--- src/rtl/ddr_axi_rd_master_pkg.sv ---
// Shared configuration and constants for the DDR ring read/write masters.
// Both masters must agree on the ring geometry, so it lives here.
package ddr_axi_rd_master_pkg;

  localparam int          CFG_DATA_WIDTH  = 128;
  localparam int          CFG_ADDR_WIDTH  = 32;
  localparam int          CFG_BURST_LEN   = 16;
  localparam logic [31:0] CFG_BASE_ADDR   = 32'h0000_0000;
  localparam int          CFG_RING_BURSTS = 4096;
  localparam int          CFG_HOLDOFF     = 8;

  localparam logic [1:0] AXI_BURST_INCR = 2'b01;
  localparam logic [1:0] AXI_RESP_OKAY  = 2'b00;

  typedef enum logic [1:0] {
    ST_IDLE = 2'd0,
    ST_ADDR = 2'd1,
    ST_DATA = 2'd2,
    ST_HOLD = 2'd3
  } rd_state_e;

  // AxSIZE encoding for a beat of the given byte width
  function automatic logic [2:0] axi_size_f(input int bytes);
    return 3'($clog2(bytes));
  endfunction

endpackage

--- src/rtl/ddr_axi_rd_master_if.sv ---
// AXI4 read-address and read-data channels between the read master and DDR.
interface ddr_axi_rd_master_if #(
  parameter int DATA_W = 128,
  parameter int ADDR_W = 32
) ();

  logic [ADDR_W-1:0] M_AXI_ARADDR;
  logic [7:0]        M_AXI_ARLEN;
  logic [2:0]        M_AXI_ARSIZE;
  logic [1:0]        M_AXI_ARBURST;
  logic              M_AXI_ARVALID;
  logic              M_AXI_ARREADY;
  logic [DATA_W-1:0] M_AXI_RDATA;
  logic [1:0]        M_AXI_RRESP;
  logic              M_AXI_RLAST;
  logic              M_AXI_RVALID;
  logic              M_AXI_RREADY;

  modport master (
    output M_AXI_ARADDR, M_AXI_ARLEN, M_AXI_ARSIZE, M_AXI_ARBURST, M_AXI_ARVALID,
    input  M_AXI_ARREADY,
    input  M_AXI_RDATA, M_AXI_RRESP, M_AXI_RLAST, M_AXI_RVALID,
    output M_AXI_RREADY
  );

  modport slave (
    input  M_AXI_ARADDR, M_AXI_ARLEN, M_AXI_ARSIZE, M_AXI_ARBURST, M_AXI_ARVALID,
    output M_AXI_ARREADY,
    output M_AXI_RDATA, M_AXI_RRESP, M_AXI_RLAST, M_AXI_RVALID,
    input  M_AXI_RREADY
  );

endinterface

--- src/rtl/ddr_ring_occupancy.sv ---
// Up/down burst counter for the DDR ring. Saturates at RING_BURSTS and
// raises a sticky overflow flag if an increment arrives while full.
module ddr_ring_occupancy
  import ddr_axi_rd_master_pkg::*;
#(
  parameter int RING_BURSTS = CFG_RING_BURSTS,
  parameter int CNT_W       = $clog2(RING_BURSTS + 1)
) (
  input  logic             clk,
  input  logic             rst_n,
  input  logic             inc,
  input  logic             dec,
  output logic [CNT_W-1:0] count,
  output logic             ovf
);

  logic [CNT_W-1:0] count_q, count_d;
  logic             ovf_q, ovf_d;

  // Next count: simultaneous inc/dec cancel; inc at full saturates and flags
  always_comb begin
    count_d = count_q;
    ovf_d   = ovf_q;
    case ({inc, dec})
      2'b10: begin
        if (count_q == CNT_W'(RING_BURSTS)) begin
          ovf_d = 1'b1;
        end else begin
          count_d = count_q + CNT_W'(1);
        end
      end
      2'b01: begin
        if (count_q != '0) begin
          count_d = count_q - CNT_W'(1);
        end else begin
          count_d = count_q;
        end
      end
      default: count_d = count_q;
    endcase
  end

  // Occupancy state registers
  always_ff @(posedge clk or negedge rst_n) begin
    if (!rst_n) begin
      count_q <= '0;
      ovf_q   <= 1'b0;
    end else begin
      count_q <= count_d;
      ovf_q   <= ovf_d;
    end
  end

  assign count = count_q;
  assign ovf   = ovf_q;

endmodule

--- src/rtl/ddr_axi_rd_master.sv ---
// AXI4 read master feeding the DDR read FIFO from a ring of fixed-length
// INCR bursts. One burst outstanding at a time; a holdoff gap after each
// burst lets the FIFO's synchronised refill request settle.
module ddr_axi_rd_master
  import ddr_axi_rd_master_pkg::*;
#(
  parameter int                            C_M_AXI_DATA_WIDTH = CFG_DATA_WIDTH,
  parameter int                            C_M_AXI_ADDR_WIDTH = CFG_ADDR_WIDTH,
  parameter int                            BURST_LEN          = CFG_BURST_LEN,
  parameter logic [C_M_AXI_ADDR_WIDTH-1:0] BASE_ADDR          = CFG_BASE_ADDR,
  parameter int                            RING_BURSTS        = CFG_RING_BURSTS,
  parameter int                            HOLDOFF            = CFG_HOLDOFF,
  parameter int                            AVAIL_W            = $clog2(RING_BURSTS + 1)
) (
  input  logic                          M_AXI_ACLK,
  input  logic                          M_AXI_ARESETN,
  input  logic                          ddr_rd_en,
  input  logic                          wr_burst_done,
  input  logic                          fifo_full,
  ddr_axi_rd_master_if.master           m_axi,
  output logic [C_M_AXI_DATA_WIDTH-1:0] fifo_din,
  output logic                          fifo_wr_en,
  output logic [AVAIL_W-1:0]            avail_bursts,
  output logic [3:0]                    err_flags
);

  localparam int AW     = C_M_AXI_ADDR_WIDTH;
  localparam int DW     = C_M_AXI_DATA_WIDTH;
  localparam int IDX_W  = (RING_BURSTS > 1) ? $clog2(RING_BURSTS) : 1;
  localparam int BEAT_W = (BURST_LEN > 1) ? $clog2(BURST_LEN) : 1;
  // HOLDOFF is expected to be at least 1
  localparam int HOLD_W = (HOLDOFF > 1) ? $clog2(HOLDOFF) : 1;
  localparam logic [AW-1:0] BURST_BYTES = AW'(BURST_LEN * (DW / 8));

  rd_state_e         state_q, state_d;
  logic              arvalid_q, arvalid_d;
  logic [AW-1:0]     araddr_q, araddr_d;
  logic              rready_q, rready_d;
  logic [IDX_W-1:0]  idx_q, idx_d;
  logic [BEAT_W-1:0] beat_q, beat_d;
  logic [HOLD_W-1:0] hold_q, hold_d;
  logic [DW-1:0]     fifo_din_q, fifo_din_d;
  logic              fifo_wr_en_q, fifo_wr_en_d;
  logic [2:0]        err_q, err_d;

  logic               ar_hs_s;
  logic               r_hs_s;
  logic               last_beat_s;
  logic               occ_ovf_s;
  logic [AVAIL_W-1:0] avail_s;

  assign ar_hs_s     = arvalid_q & m_axi.M_AXI_ARREADY;
  assign r_hs_s      = rready_q & m_axi.M_AXI_RVALID;
  assign last_beat_s = (beat_q == BEAT_W'(BURST_LEN - 1));

  ddr_ring_occupancy #(
    .RING_BURSTS (RING_BURSTS),
    .CNT_W       (AVAIL_W)
  ) u_occ (
    .clk   (M_AXI_ACLK),
    .rst_n (M_AXI_ARESETN),
    .inc   (wr_burst_done),
    .dec   (ar_hs_s),
    .count (avail_s),
    .ovf   (occ_ovf_s)
  );

  // Burst sequencing: request decision, address phase, beat collection, holdoff
  always_comb begin
    state_d      = state_q;
    arvalid_d    = arvalid_q;
    araddr_d     = araddr_q;
    rready_d     = rready_q;
    idx_d        = idx_q;
    beat_d       = beat_q;
    hold_d       = hold_q;
    fifo_din_d   = fifo_din_q;
    fifo_wr_en_d = 1'b0;
    err_d        = err_q;
    // Writing into a full FIFO loses data; RREADY is deliberately not throttled
    err_d[2]     = err_q[2] | (fifo_wr_en_q & fifo_full);

    case (state_q)
      ST_IDLE: begin
        if (ddr_rd_en && (avail_s != '0)) begin
          state_d   = ST_ADDR;
          arvalid_d = 1'b1;
          araddr_d  = BASE_ADDR + (AW'(idx_q) * BURST_BYTES);
        end else begin
          state_d = ST_IDLE;
        end
      end
      ST_ADDR: begin
        if (ar_hs_s) begin
          state_d   = ST_DATA;
          arvalid_d = 1'b0;
          rready_d  = 1'b1;
          beat_d    = '0;
          if (idx_q == IDX_W'(RING_BURSTS - 1)) begin
            idx_d = '0;
          end else begin
            idx_d = idx_q + IDX_W'(1);
          end
        end else begin
          state_d = ST_ADDR;
        end
      end
      ST_DATA: begin
        if (r_hs_s) begin
          fifo_din_d   = m_axi.M_AXI_RDATA;
          fifo_wr_en_d = 1'b1;
          err_d[0]     = err_q[0] | (m_axi.M_AXI_RRESP != AXI_RESP_OKAY);
          err_d[1]     = err_q[1] | (m_axi.M_AXI_RLAST != last_beat_s);
          // The burst always ends on the beat count, whatever RLAST says
          if (last_beat_s) begin
            state_d  = ST_HOLD;
            rready_d = 1'b0;
            beat_d   = '0;
            hold_d   = '0;
          end else begin
            beat_d = beat_q + BEAT_W'(1);
          end
        end else begin
          state_d = ST_DATA;
        end
      end
      ST_HOLD: begin
        if (hold_q == HOLD_W'(HOLDOFF - 1)) begin
          state_d = ST_IDLE;
        end else begin
          hold_d = hold_q + HOLD_W'(1);
        end
      end
      default: begin
        state_d   = ST_IDLE;
        arvalid_d = 1'b0;
        rready_d  = 1'b0;
      end
    endcase
  end

  // State and registered outputs
  always_ff @(posedge M_AXI_ACLK or negedge M_AXI_ARESETN) begin
    if (!M_AXI_ARESETN) begin
      state_q      <= ST_IDLE;
      arvalid_q    <= 1'b0;
      araddr_q     <= BASE_ADDR;
      rready_q     <= 1'b0;
      idx_q        <= '0;
      beat_q       <= '0;
      hold_q       <= '0;
      fifo_din_q   <= '0;
      fifo_wr_en_q <= 1'b0;
      err_q        <= 3'b000;
    end else begin
      state_q      <= state_d;
      arvalid_q    <= arvalid_d;
      araddr_q     <= araddr_d;
      rready_q     <= rready_d;
      idx_q        <= idx_d;
      beat_q       <= beat_d;
      hold_q       <= hold_d;
      fifo_din_q   <= fifo_din_d;
      fifo_wr_en_q <= fifo_wr_en_d;
      err_q        <= err_d;
    end
  end

  assign m_axi.M_AXI_ARADDR  = araddr_q;
  assign m_axi.M_AXI_ARVALID = arvalid_q;
  assign m_axi.M_AXI_ARLEN   = 8'(BURST_LEN - 1);
  assign m_axi.M_AXI_ARSIZE  = axi_size_f(DW / 8);
  assign m_axi.M_AXI_ARBURST = AXI_BURST_INCR;
  assign m_axi.M_AXI_RREADY  = rready_q;

  assign fifo_din     = fifo_din_q;
  assign fifo_wr_en   = fifo_wr_en_q;
  assign avail_bursts = avail_s;
  assign err_flags    = {occ_ovf_s, err_q};

endmodule
--- src/flat_wrapper.sv ---
// flat-port wrapper written by rule: the top's interface ports become plain ports
module ddr_axi_rd_master_flat import ddr_axi_rd_master_pkg::*;
#(
  parameter int                            C_M_AXI_DATA_WIDTH = CFG_DATA_WIDTH,
  parameter int                            C_M_AXI_ADDR_WIDTH = CFG_ADDR_WIDTH,
  parameter int                            BURST_LEN          = CFG_BURST_LEN,
  parameter logic [C_M_AXI_ADDR_WIDTH-1:0] BASE_ADDR          = CFG_BASE_ADDR,
  parameter int                            RING_BURSTS        = CFG_RING_BURSTS,
  parameter int                            HOLDOFF            = CFG_HOLDOFF,
  parameter int                            AVAIL_W            = $clog2(RING_BURSTS + 1)
)
  (M_AXI_ACLK, M_AXI_ARESETN, ddr_rd_en, wr_burst_done, fifo_full, fifo_din, fifo_wr_en, avail_bursts, err_flags, m_axi_M_AXI_ARADDR, m_axi_M_AXI_ARLEN, m_axi_M_AXI_ARSIZE, m_axi_M_AXI_ARBURST, m_axi_M_AXI_ARVALID, m_axi_M_AXI_ARREADY, m_axi_M_AXI_RDATA, m_axi_M_AXI_RRESP, m_axi_M_AXI_RLAST, m_axi_M_AXI_RVALID, m_axi_M_AXI_RREADY);
  ddr_axi_rd_master_if m_axi_i ();
  input  logic M_AXI_ACLK;
  input  logic M_AXI_ARESETN;
  input  logic ddr_rd_en;
  input  logic wr_burst_done;
  input  logic fifo_full;
  output logic [C_M_AXI_DATA_WIDTH-1:0] fifo_din;
  output logic fifo_wr_en;
  output logic [AVAIL_W-1:0] avail_bursts;
  output logic [3:0] err_flags;
  output wire logic [$bits(m_axi_i.M_AXI_ARADDR)-1:0] m_axi_M_AXI_ARADDR;
  output wire logic [$bits(m_axi_i.M_AXI_ARLEN)-1:0] m_axi_M_AXI_ARLEN;
  output wire logic [$bits(m_axi_i.M_AXI_ARSIZE)-1:0] m_axi_M_AXI_ARSIZE;
  output wire logic [$bits(m_axi_i.M_AXI_ARBURST)-1:0] m_axi_M_AXI_ARBURST;
  output wire logic [$bits(m_axi_i.M_AXI_ARVALID)-1:0] m_axi_M_AXI_ARVALID;
  input wire logic [$bits(m_axi_i.M_AXI_ARREADY)-1:0] m_axi_M_AXI_ARREADY;
  input wire logic [$bits(m_axi_i.M_AXI_RDATA)-1:0] m_axi_M_AXI_RDATA;
  input wire logic [$bits(m_axi_i.M_AXI_RRESP)-1:0] m_axi_M_AXI_RRESP;
  input wire logic [$bits(m_axi_i.M_AXI_RLAST)-1:0] m_axi_M_AXI_RLAST;
  input wire logic [$bits(m_axi_i.M_AXI_RVALID)-1:0] m_axi_M_AXI_RVALID;
  output wire logic [$bits(m_axi_i.M_AXI_RREADY)-1:0] m_axi_M_AXI_RREADY;
  assign m_axi_M_AXI_ARADDR = m_axi_i.M_AXI_ARADDR;
  assign m_axi_M_AXI_ARLEN = m_axi_i.M_AXI_ARLEN;
  assign m_axi_M_AXI_ARSIZE = m_axi_i.M_AXI_ARSIZE;
  assign m_axi_M_AXI_ARBURST = m_axi_i.M_AXI_ARBURST;
  assign m_axi_M_AXI_ARVALID = m_axi_i.M_AXI_ARVALID;
  assign m_axi_i.M_AXI_ARREADY = m_axi_M_AXI_ARREADY;
  assign m_axi_i.M_AXI_RDATA = m_axi_M_AXI_RDATA;
  assign m_axi_i.M_AXI_RRESP = m_axi_M_AXI_RRESP;
  assign m_axi_i.M_AXI_RLAST = m_axi_M_AXI_RLAST;
  assign m_axi_i.M_AXI_RVALID = m_axi_M_AXI_RVALID;
  assign m_axi_M_AXI_RREADY = m_axi_i.M_AXI_RREADY;
  ddr_axi_rd_master #(.C_M_AXI_DATA_WIDTH(C_M_AXI_DATA_WIDTH), .C_M_AXI_ADDR_WIDTH(C_M_AXI_ADDR_WIDTH), .BURST_LEN(BURST_LEN), .BASE_ADDR(BASE_ADDR), .RING_BURSTS(RING_BURSTS), .HOLDOFF(HOLDOFF), .AVAIL_W(AVAIL_W)) u_core (.M_AXI_ACLK(M_AXI_ACLK), .M_AXI_ARESETN(M_AXI_ARESETN), .ddr_rd_en(ddr_rd_en), .wr_burst_done(wr_burst_done), .fifo_full(fifo_full), .m_axi(m_axi_i), .fifo_din(fifo_din), .fifo_wr_en(fifo_wr_en), .avail_bursts(avail_bursts), .err_flags(err_flags));
endmodule
--- config.mk ---
export PLATFORM = sky130hd
export DESIGN_NAME = ddr_axi_rd_master_flat
export DESIGN_NICKNAME = d
export VERILOG_FILES = /design/src/rtl/ddr_axi_rd_master_pkg.sv /design/src/rtl/ddr_axi_rd_master_if.sv /design/src/rtl/ddr_ring_occupancy.sv /design/src/rtl/ddr_axi_rd_master.sv /design/src/flat_wrapper.sv
export SDC_FILE = /design/constraint.sdc
export NUM_CORES = 1
export LEC_CHECK = 0
export CAP_MARGIN = 5
export CORE_MARGIN = 1
export CORE_UTILIZATION = 44
export CTS_CLUSTER_DIAMETER = 100
export DETAILED_ROUTE_END_ITERATION = 12
export PLACE_DENSITY_LB_ADDON = 0.25
export SYNTH_ARGS = -nofsm -noshare
export SYNTH_HDL_FRONTEND = slang
export SYNTH_SLANG_ARGS = --single-unit
export TNS_END_PERCENT = 100
--- constraint.sdc ---
create_clock -name M_AXI_ACLK -period 6.4 [get_ports M_AXI_ACLK]
set_input_delay 1.28 -clock M_AXI_ACLK [delete_from_list [all_inputs] [get_ports M_AXI_ACLK]]
set_output_delay 1.28 -clock M_AXI_ACLK [all_outputs]
set_load 0.1 [all_outputs]
* Yosys cells after proc, flatten, opt, wreduce, memory -nomap -nowiden
Cells that the tools add are included.
** Operators by class
- Add/subtract/negate cells :: 5
- Equal/unequal tests :: 19
- Muxes and demuxes :: 27
- Bitwise gates (word level) :: 6
- Reduce and logical (&&, ||, !) cells :: 18
** Operator list (number)
- $mux 13 :: 2
- $pmux 13 s2 :: 1
- $add 13x1->13 const B :: 1
- $eq 13x13->1 const B :: 1
- $reduce_bool 13->1 :: 1
- $sub 13x1->13 const B :: 1
- $add 12x1->12 const B :: 1
- $eq 12x12->1 const B :: 1
- $mux 12 :: 1
- $mux 4 :: 3
- $ne 2x1->1 const B :: 5
- $reduce_and 2->1 :: 5
- $reduce_bool 2->1 :: 5
- $mux 3 :: 3
- $reduce_and 3->1 :: 3
- $mux 1 :: 8
- $mux 2 :: 4
- $pmux 2 s4 :: 1
- $pmux 4 s2 :: 1
- $reduce_and 4->1 :: 2
- $eq 2x2->1 const B :: 3
- $ne 2x2->1 const B :: 3
- $pmux 3 s2 :: 1
- $add 4x1->4 const B :: 1
- 11 further kinds :: 17
** Storage, ports and cells
- Bits in registers :: 181
- Input port bits :: 138
- Output and inout bits :: 193
- Logic and storage cells :: 88

* Depth between registers and ports, before layout
Gate-level depths: netlist of run 1.
- Depth after elaboration :: 4
- Depth in mapped cells :: 9
- Gate-level depth less buffers :: 8

* Cells and area by module
A second synthesis of run 1 with hierarchy kept.
** Unflattened totals
- Cells, all modules :: 840
- Area, all modules :: 7920.1 sq um
** Modules (own cells, without submodules)
- ddr_axi_rd_master :: instances 1, cells an instance 736, area an instance 6936.7 sq um, seq. area each 4179.0 sq um
- ddr_ring_occupancy :: instances 1, cells an instance 104, area an instance 983.4 sq um, seq. area each 350.3 sq um

* Worst setup path before layout of run 1
No wires, ideal clock.
- Path kind :: input-to-reg
- Start point :: input wr_burst_done
- End point :: register u_core.u_occ.count_q[10], in the netlist u_core.u_occ.count[10]
- Library setup time :: 0.162 ns
- Arrival :: 2.854 ns
- Required time :: 6.238 ns
- Slack :: 3.384 ns
- Stages :: 9
- Buffers on the path :: 1
- Cell sequence :: nand3b_1 > buf_6 > xnor2_1 > ha_1 > nand3_1 > nand2b_1 > nor3_1 > o21ai_2 > xnor2_1
** On the way
- Word-level cells in the longest chain between the ends :: 3
- Elaborated cells on any way between the ends :: 7
- Those cells by class :: eq/ne (4); mux (1); reduce/logical (2)
** RTL lines
- from (decl) :: RTL line flat_wrapper.sv:17 : input logic wr_burst_done;
- $eq 2x1->1 / $eq 2x2->1 (equally long branches) :: RTL line ddr_ring_occupancy.sv:24 : case ({inc, dec})
- $ne 2x1->1 (no line), or another cell as far along
- $reduce_and 3->1 (no line)
- to (signal assigned) :: RTL line ddr_ring_occupancy.sv:49 : count_q <= count_d;
- to (decl) :: RTL line ddr_ring_occupancy.sv:17 : logic [CNT_W-1:0] count_q, count_d;
Several ways; a longest one is shown, not always the timed one.
A chain may end at the register's enable or synchronous reset.

* Final worst setup path of run 1
- Start point :: input wr_burst_done
- End point :: register u_core.u_occ.count_q[12], in the netlist u_core.u_occ.count[12]
Same word-level chain as after synthesis.

==> results.md, run 1 <==
* WP data arrival at 3.90 ns
* Synth Instances at ~830
* CTS root buf: clkbuf_16
* First-pass GRT wire length at 31500 um
* Post-synth cell types at between 50 and 60
* GR Overflow Total at 0
* Unrepaired setup endpoints after global routing: false
* Buf/Inv on CP at 2
* Worst path cell trace: clkdlybuf4s50_1, nand3b_1, clkinv_1, ha_1, nor2b_1, a311o_1, a21oi_1, xnor2_1
* CTS tree: yes
* Largest net degree at the start of global routing at between 100 and 150
* Worst slew pin tran at roughly 1.1 ns
* Reg clk slew, reported paths at roughly 0.060 ns
* # rows at 48
* I/O pins at approximately 330
* Vias per cell at 4.74
* Synth area leaders: dfrtp_1 59%, nand2_1 20%, buf_4 3.5%
* Core box area at about 17000 sq um
* DRC at 0
* Final ANT Viol Nets at 0
* Type of origin of the critical path: primary input
* Top cells by count, synth: 416 x nand2_1, 181 x dfrtp_1, 36 x buf_4, 30 x clkbuf_1, 15 x xnor2_1
* Final nets at 1253
* Final setup vio count at 0
* Number of global-route vias before repair at around 6200
* Slew Limit Headroom at 0.279
* Family with the most delay on the worst path: buffers and inverters
* Ratio of cells with drive above 1 in the final layout at 0.0508
* Yosys top cell area share at 0.585
* Drt first-iter violations at 314
* Clock Sinks at roughly 180
* Num CTS Buffers at 17
* Post_cts resized at 0
* TNS Setup at 0 ns
* #FFs+latches synth at ~180
* Cells after DPL at roughly 1300
* Synth-to-Final Area Change at 46.1%
* H-tree Lvls at 4
* Post-synth EDFFs at 0
* Port Buffers at 297
* Clock tree buffer depth at 2
* Primary FF master, synth: dfrtp_1
* Total setup buffers inserted after CTS at 0
* Biggest area consumer among synthesized cells: dfrtp_1
* Gpl congestion at just under 0.9
* Final Max Slew Viols at 0
* Antenna diode count at 0
* Final hold slack at roughly 0.47 ns
* Die width at roughly 130 um
* Vias at 6379
* Critical path type: in -> reg
* Synth warnings at 0
* Hold_buf cts at 0
* Final worst path period need at around 3.6 ns
* WL per Instance at around 15 um
* Clock Skew at 0.00895 ns
* Slowest-stage cell, CP: clkdlybuf4s50_1
* Hold WC Path Type: reg -> reg
* Critical path's largest stage delay at 0.48 ns
* Syn_area_per_cell at approximately 9.3 sq um
* Period utilisation layout at 0.557
* Post-Syn Area at slightly below 8000 sq um
* Maxcap violations at 0
* Post-synthesis sequential area ratio at 0.585
* CP max FO at 14
* Ys async rst share at 1.00
* Die ar. at 18100 sq um
* Post-DP HPWL at 13700 um
* Final cell count without fillers at ~1300
* CP Capture Type: register
* Total GRT Usage at 0.224
* Top-count cell post-synth: nand2_1
* Fin. Hold Viols at 0
* Worst endpoint required time at ~6.7 ns
* Outcome: completed
* 1st-pass router iterations at 4
* Initial antenna violation count at 0
* Peak Freq at roughly 280 MHz
* Clk_lat worst skew at ~0.43 ns
* Initial Utilization at 0.449
* Die H at around 130 um
* WL final at between 15000 and 20000 um
layer usage:
layer / up-vias / GRT usage / share of wire / wire length, um
met5: - / 0 / 0 / 0
met4: 0 / 0.0955 / 0.026 / 520
met3: 33 / 0.0773 / 0.078 / 1550
met2: 222 / 0.364 / 0.49 / 9800
met1: 2997 / 0.270 / 0.40 / 8050
li1: 3127 / - / - / -
final timing paths:
check                                   from                      to  slack (ns)  cells past startpoint
setup / recovery               wr_burst_done  u_core.u_occ.count[12]        2.84                      8
hold / removal               u_core.err_q[1]         u_core.err_q[1]        0.47                      1
setup reg to reg           u_core.state_q[0]        u_core.beat_q[0]        3.69                      6
hold reg to reg              u_core.err_q[1]         u_core.err_q[1]        0.47                      1
max in group asynchronous      M_AXI_ARESETN      u_core.fifo_din[6]        4.51                      2
min in group asynchronous      M_AXI_ARESETN     u_core.fifo_din[71]        0.87                      1
placed cells by master, fill, tap and decap left out, types with 3 or more instances in the layout:
master,netlist,routed
or4_4,3,3
nor3_1,7,7
o21ai_0,7,7
inv_1,3,3
o21ai_2,3,3
nand2_1,416,416
mux2_2,6,6
nand2b_1,3,3
a21oi_1,7,7
clkinvlp_4,0,3
xnor2_1,15,15
xor2_1,7,7
a21o_1,4,4
ha_1,6,6
nor2_1,14,14
a31oi_1,4,4
nor4_1,5,5
clkdlybuf4s50_1,0,296
bufinv_16,0,3
nand4_1,4,4
buf_4,36,3
nand3_1,11,11
or2_2,3,3
mux2_1,6,6
conb_1,2,33
dfrtp_1,181,181
clkbuf_16,0,17
or3_1,3,3
stage by stage:
stage,utilization,instance area [sq um],setup WS [ns]
4_1_cts,0.656,11300,2.87
2_1_floorplan,-,7860,3.38
3_3_place_gp,0.621,10700,2.50
3_5_place_dp,0.621,10700,2.43
5_1_grt,0.656,11300,2.60
6_report,0.656,11300,2.84
worst reg2reg max path, cell delays in order, from the launching register on:
cell	delay, ns
dfrtp_1	0.51
nand4b_1	0.23
buf_4	0.50
buf_4	0.81
nor3_1	0.18
a21o_1	0.18
a32o_1	0.19
registers in the layout, indices dropped and copies added (netlist names), 3 cells and up, named ones only:
signal / cells
u_core.u_occ.count: 13
u_core.idx_q: 12
u_core.m_axi.M_AXI_ARADDR: 12
u_core.beat_q: 4
u_core.fifo_din: 128
u_core.err_q: 3
u_core.hold_q: 3
cell families after synthesis:
kind of cell	share of synthesized area
other cells	0.000970
compound gates	0.0411
xor+xnor	0.0249
mux	0.0187
buf+inv	0.0611
simple gates	0.258
flops	0.585
fa+ha+maj	0.00970
layout make-up:
type | count | area [sq um]
Tap cell | 225 | 282
Multi-Input combinational cell | 603 | 2860
Fill cell | 1435 | 5920
Sequential cell | 181 | 4530
Inverter | 5 | 21.3
Clock buffer | 21 | 460
Clock inverter | 11 | 149
Timing Repair Buffer | 301 | 3020
Power of run 1 is left out: the tool's default activity adds up to more than one toggle a clock period on the data nets, which glitch-free logic cannot reach.
==> run 2, diff against run 1 <==
--- a/config.mk
+++ b/config.mk
@@ -7,7 +7,7 @@
 export LEC_CHECK = 0
 export CAP_MARGIN = 5
 export CORE_MARGIN = 1
-export CORE_UTILIZATION = 44
+export CORE_UTILIZATION = 39
 export CTS_CLUSTER_DIAMETER = 100
 export DETAILED_ROUTE_END_ITERATION = 12
 export PLACE_DENSITY_LB_ADDON = 0.25
==> constraint.sdc (replaced) <==
create_clock -name M_AXI_ACLK -period 3 [get_ports M_AXI_ACLK]
set_input_delay 0.6 -clock M_AXI_ACLK [delete_from_list [all_inputs] [get_ports M_AXI_ACLK]]
set_output_delay 0.6 -clock M_AXI_ACLK [all_outputs]
set_load 0.1 [all_outputs]
==> run 2 against run 1 <==
Worst setup slack got worse by 2.2 ns. Cell count rose by 3.4%. Flip-flop and latch count did not move. Non-clock buffer count rose by 8. First-iteration DRC count fell by 18%. Via count fell by 0.20%. Critical path type is now reg -> reg. Largest cell class unchanged.
==> results.md, run 2 (synthesis gave the netlist of run 1 again) <==
* Outcome: completed
* Clk_lat worst skew at around 0.43 ns
* H-tree Lvls at 4
* Synth-to-Final Area Change at 42.4%
* R2r setup slk at ~0.61 ns
* Most common cell after layout, fill and taps aside: nand2_1
* DRC at 0
* Critical path's largest stage delay at 0.64 ns
* Ratio of cells with drive above 1 in the final layout at 0.199
* Clock Sinks at approximately 180
* WL final at 19700 um
* Slowest-stage cell, CP: or4_4
* Die H at 143 um
* Largest net degree at the start of global routing at 110
* Post_cts resized at 0
* TNS Setup at 0 ns
* Critical path type: reg -> reg
* GR Overflow Total at 0
* Critical R2R Launch: u_core.u_occ.count[4]
* CTS root buf: clkbuf_16
* Worst slew pin tran at 0.674 ns
* Drt first-iter violations at 258
* Fin. Hold Viols at 0
* Worst endpoint required time at 3.30 ns
* Total setup buffers inserted after CTS at 0
* Vias per cell at between 4 and 5
* Post-DP HPWL at around 14000 um
* WL per Instance at around 14 um
* Peak Freq at roughly 420 MHz
* Num CTS Buffers at 17
* Buf/Inv on CP at 1
* First-pass GRT wire length at 31300 um
* Gpl congestion at 0.814
* Die ar. at roughly 20000 sq um
* Core box area at about 19000 sq um
* Die width at roughly 140 um
* Hold WC Path Type: in -> async
* CP max FO at 15
* Slew Limit Headroom at 0.550
* Worst path cell trace: or4_4, nor4_4, or4b_1, buf_4, mux2_2
* Type of origin of the critical path: register
* Reg clk slew, reported paths at around 0.070 ns
* CP Capture Type: register
* Fill count at 1754
* Final ANT Viol Nets at 0
* Final setup vio count at 0
* Clock tree buffer depth at 2
* CTS tree: yes
* WP data arrival at ~2.7 ns
* Port Buffers at 297
* # rows at 51
* Antenna diode count at 0
* Final Max Slew Viols at 0
* Final nets at roughly 1300
* CP Launch Point: u_core.u_occ.count[4]
* Period utilisation layout at 0.798
* Family with the most delay on the worst path: simple AND/OR/NAND/NOR gates
* 1st-pass router iterations at 4
* Largest register FFs at 128
* Vias at about 6400
* Maxcap violations at 0
* Hold_buf cts at 0
* Clock Skew at roughly 0.011 ns
* Unrepaired setup endpoints after global routing: false
* I/O pins at ~330
* Number of global-route vias before repair at 6142
* Most frequent cells in the layout: 416 x nand2_1, 181 x dfrtp_1, 167 x buf_4
* Initial antenna violation count at 0
* Total GRT Usage at 0.198
* Final worst path period need at approximately 2.4 ns
* Initial Utilization at 0.398
[run 2: cell count changes in the layout (fill, tap and decap cells not counted)]
cell	previous run	this run
buf_12	1	5
clkdlybuf4s50_1	296	136
clkinv_2	2	1
buf_4	3	167
clkinvlp_4	3	2
bufinv_16	3	1
clkinv_4	1	3
clkbuf_8	2	1
clkbuf_1	2	0
inv_6	2	5
[run 2: stage by stage]
step / hold slack (ns) / instances / utilization / area (sq um) / worst slack (ns)
6_report: 0.172 / 1393 / 0.566 / 11000 / 0.605
4_1_cts: 0.185 / 1393 / 0.566 / 11000 / 0.595
5_1_grt: 0.211 / 1393 / 0.566 / 11000 / 0.457
3_5_place_dp: 0.458 / 1363 / 0.538 / 10500 / 0.193
2_1_floorplan: 0.304 / 863 / - / 7860 / 0.108
3_3_place_gp: 0.441 / 1363 / 0.538 / 10500 / 0.192
[run 2: worst paths after layout]
kind                       cells past startpoint                       endpoint
max reg2reg                                    5  u_core.m_axi.M_AXI_ARADDR[12]
max                                            5  u_core.m_axi.M_AXI_ARADDR[12]
min in group M_AXI_ACLK                        1                u_core.err_q[1]
min reg2reg                                    1                u_core.err_q[1]
min                                            1           u_core.fifo_din[106]
max in group asynchronous                      2            u_core.fifo_din[80]
[run 2: worst register-to-register path: stages (launching register included)]
cell and delay (ns):
dfrtp_1 0.48, or4_4 0.64, nor4_4 0.41, or4b_1 0.17
buf_4 0.21, mux2_2 0.36
[run 2: area by class of cell]
class | instances | area [sq um] | share of cell area
multi-input combinational | 603 | 2860 | 0.259
sequential | 181 | 4530 | 0.411
clock inverter | 12 | 120 | 0.0109
inverter | 5 | 21.3 | 0.00193
clock buffer | 18 | 439 | 0.0398
tap | 265 | 332 | 0.0301
timing repair buffer | 309 | 2730 | 0.247
[run 2: routing by layer]
layer	up-vias	global-route usage	share of wire
li1	3139	-	-
met1	2985	0.241	0.41
met2	221	0.323	0.49
met3	21	0.0704	0.082
met4	0	0.0685	0.014
met5	-	0	0
Power of run 2 is left out for the same reason.
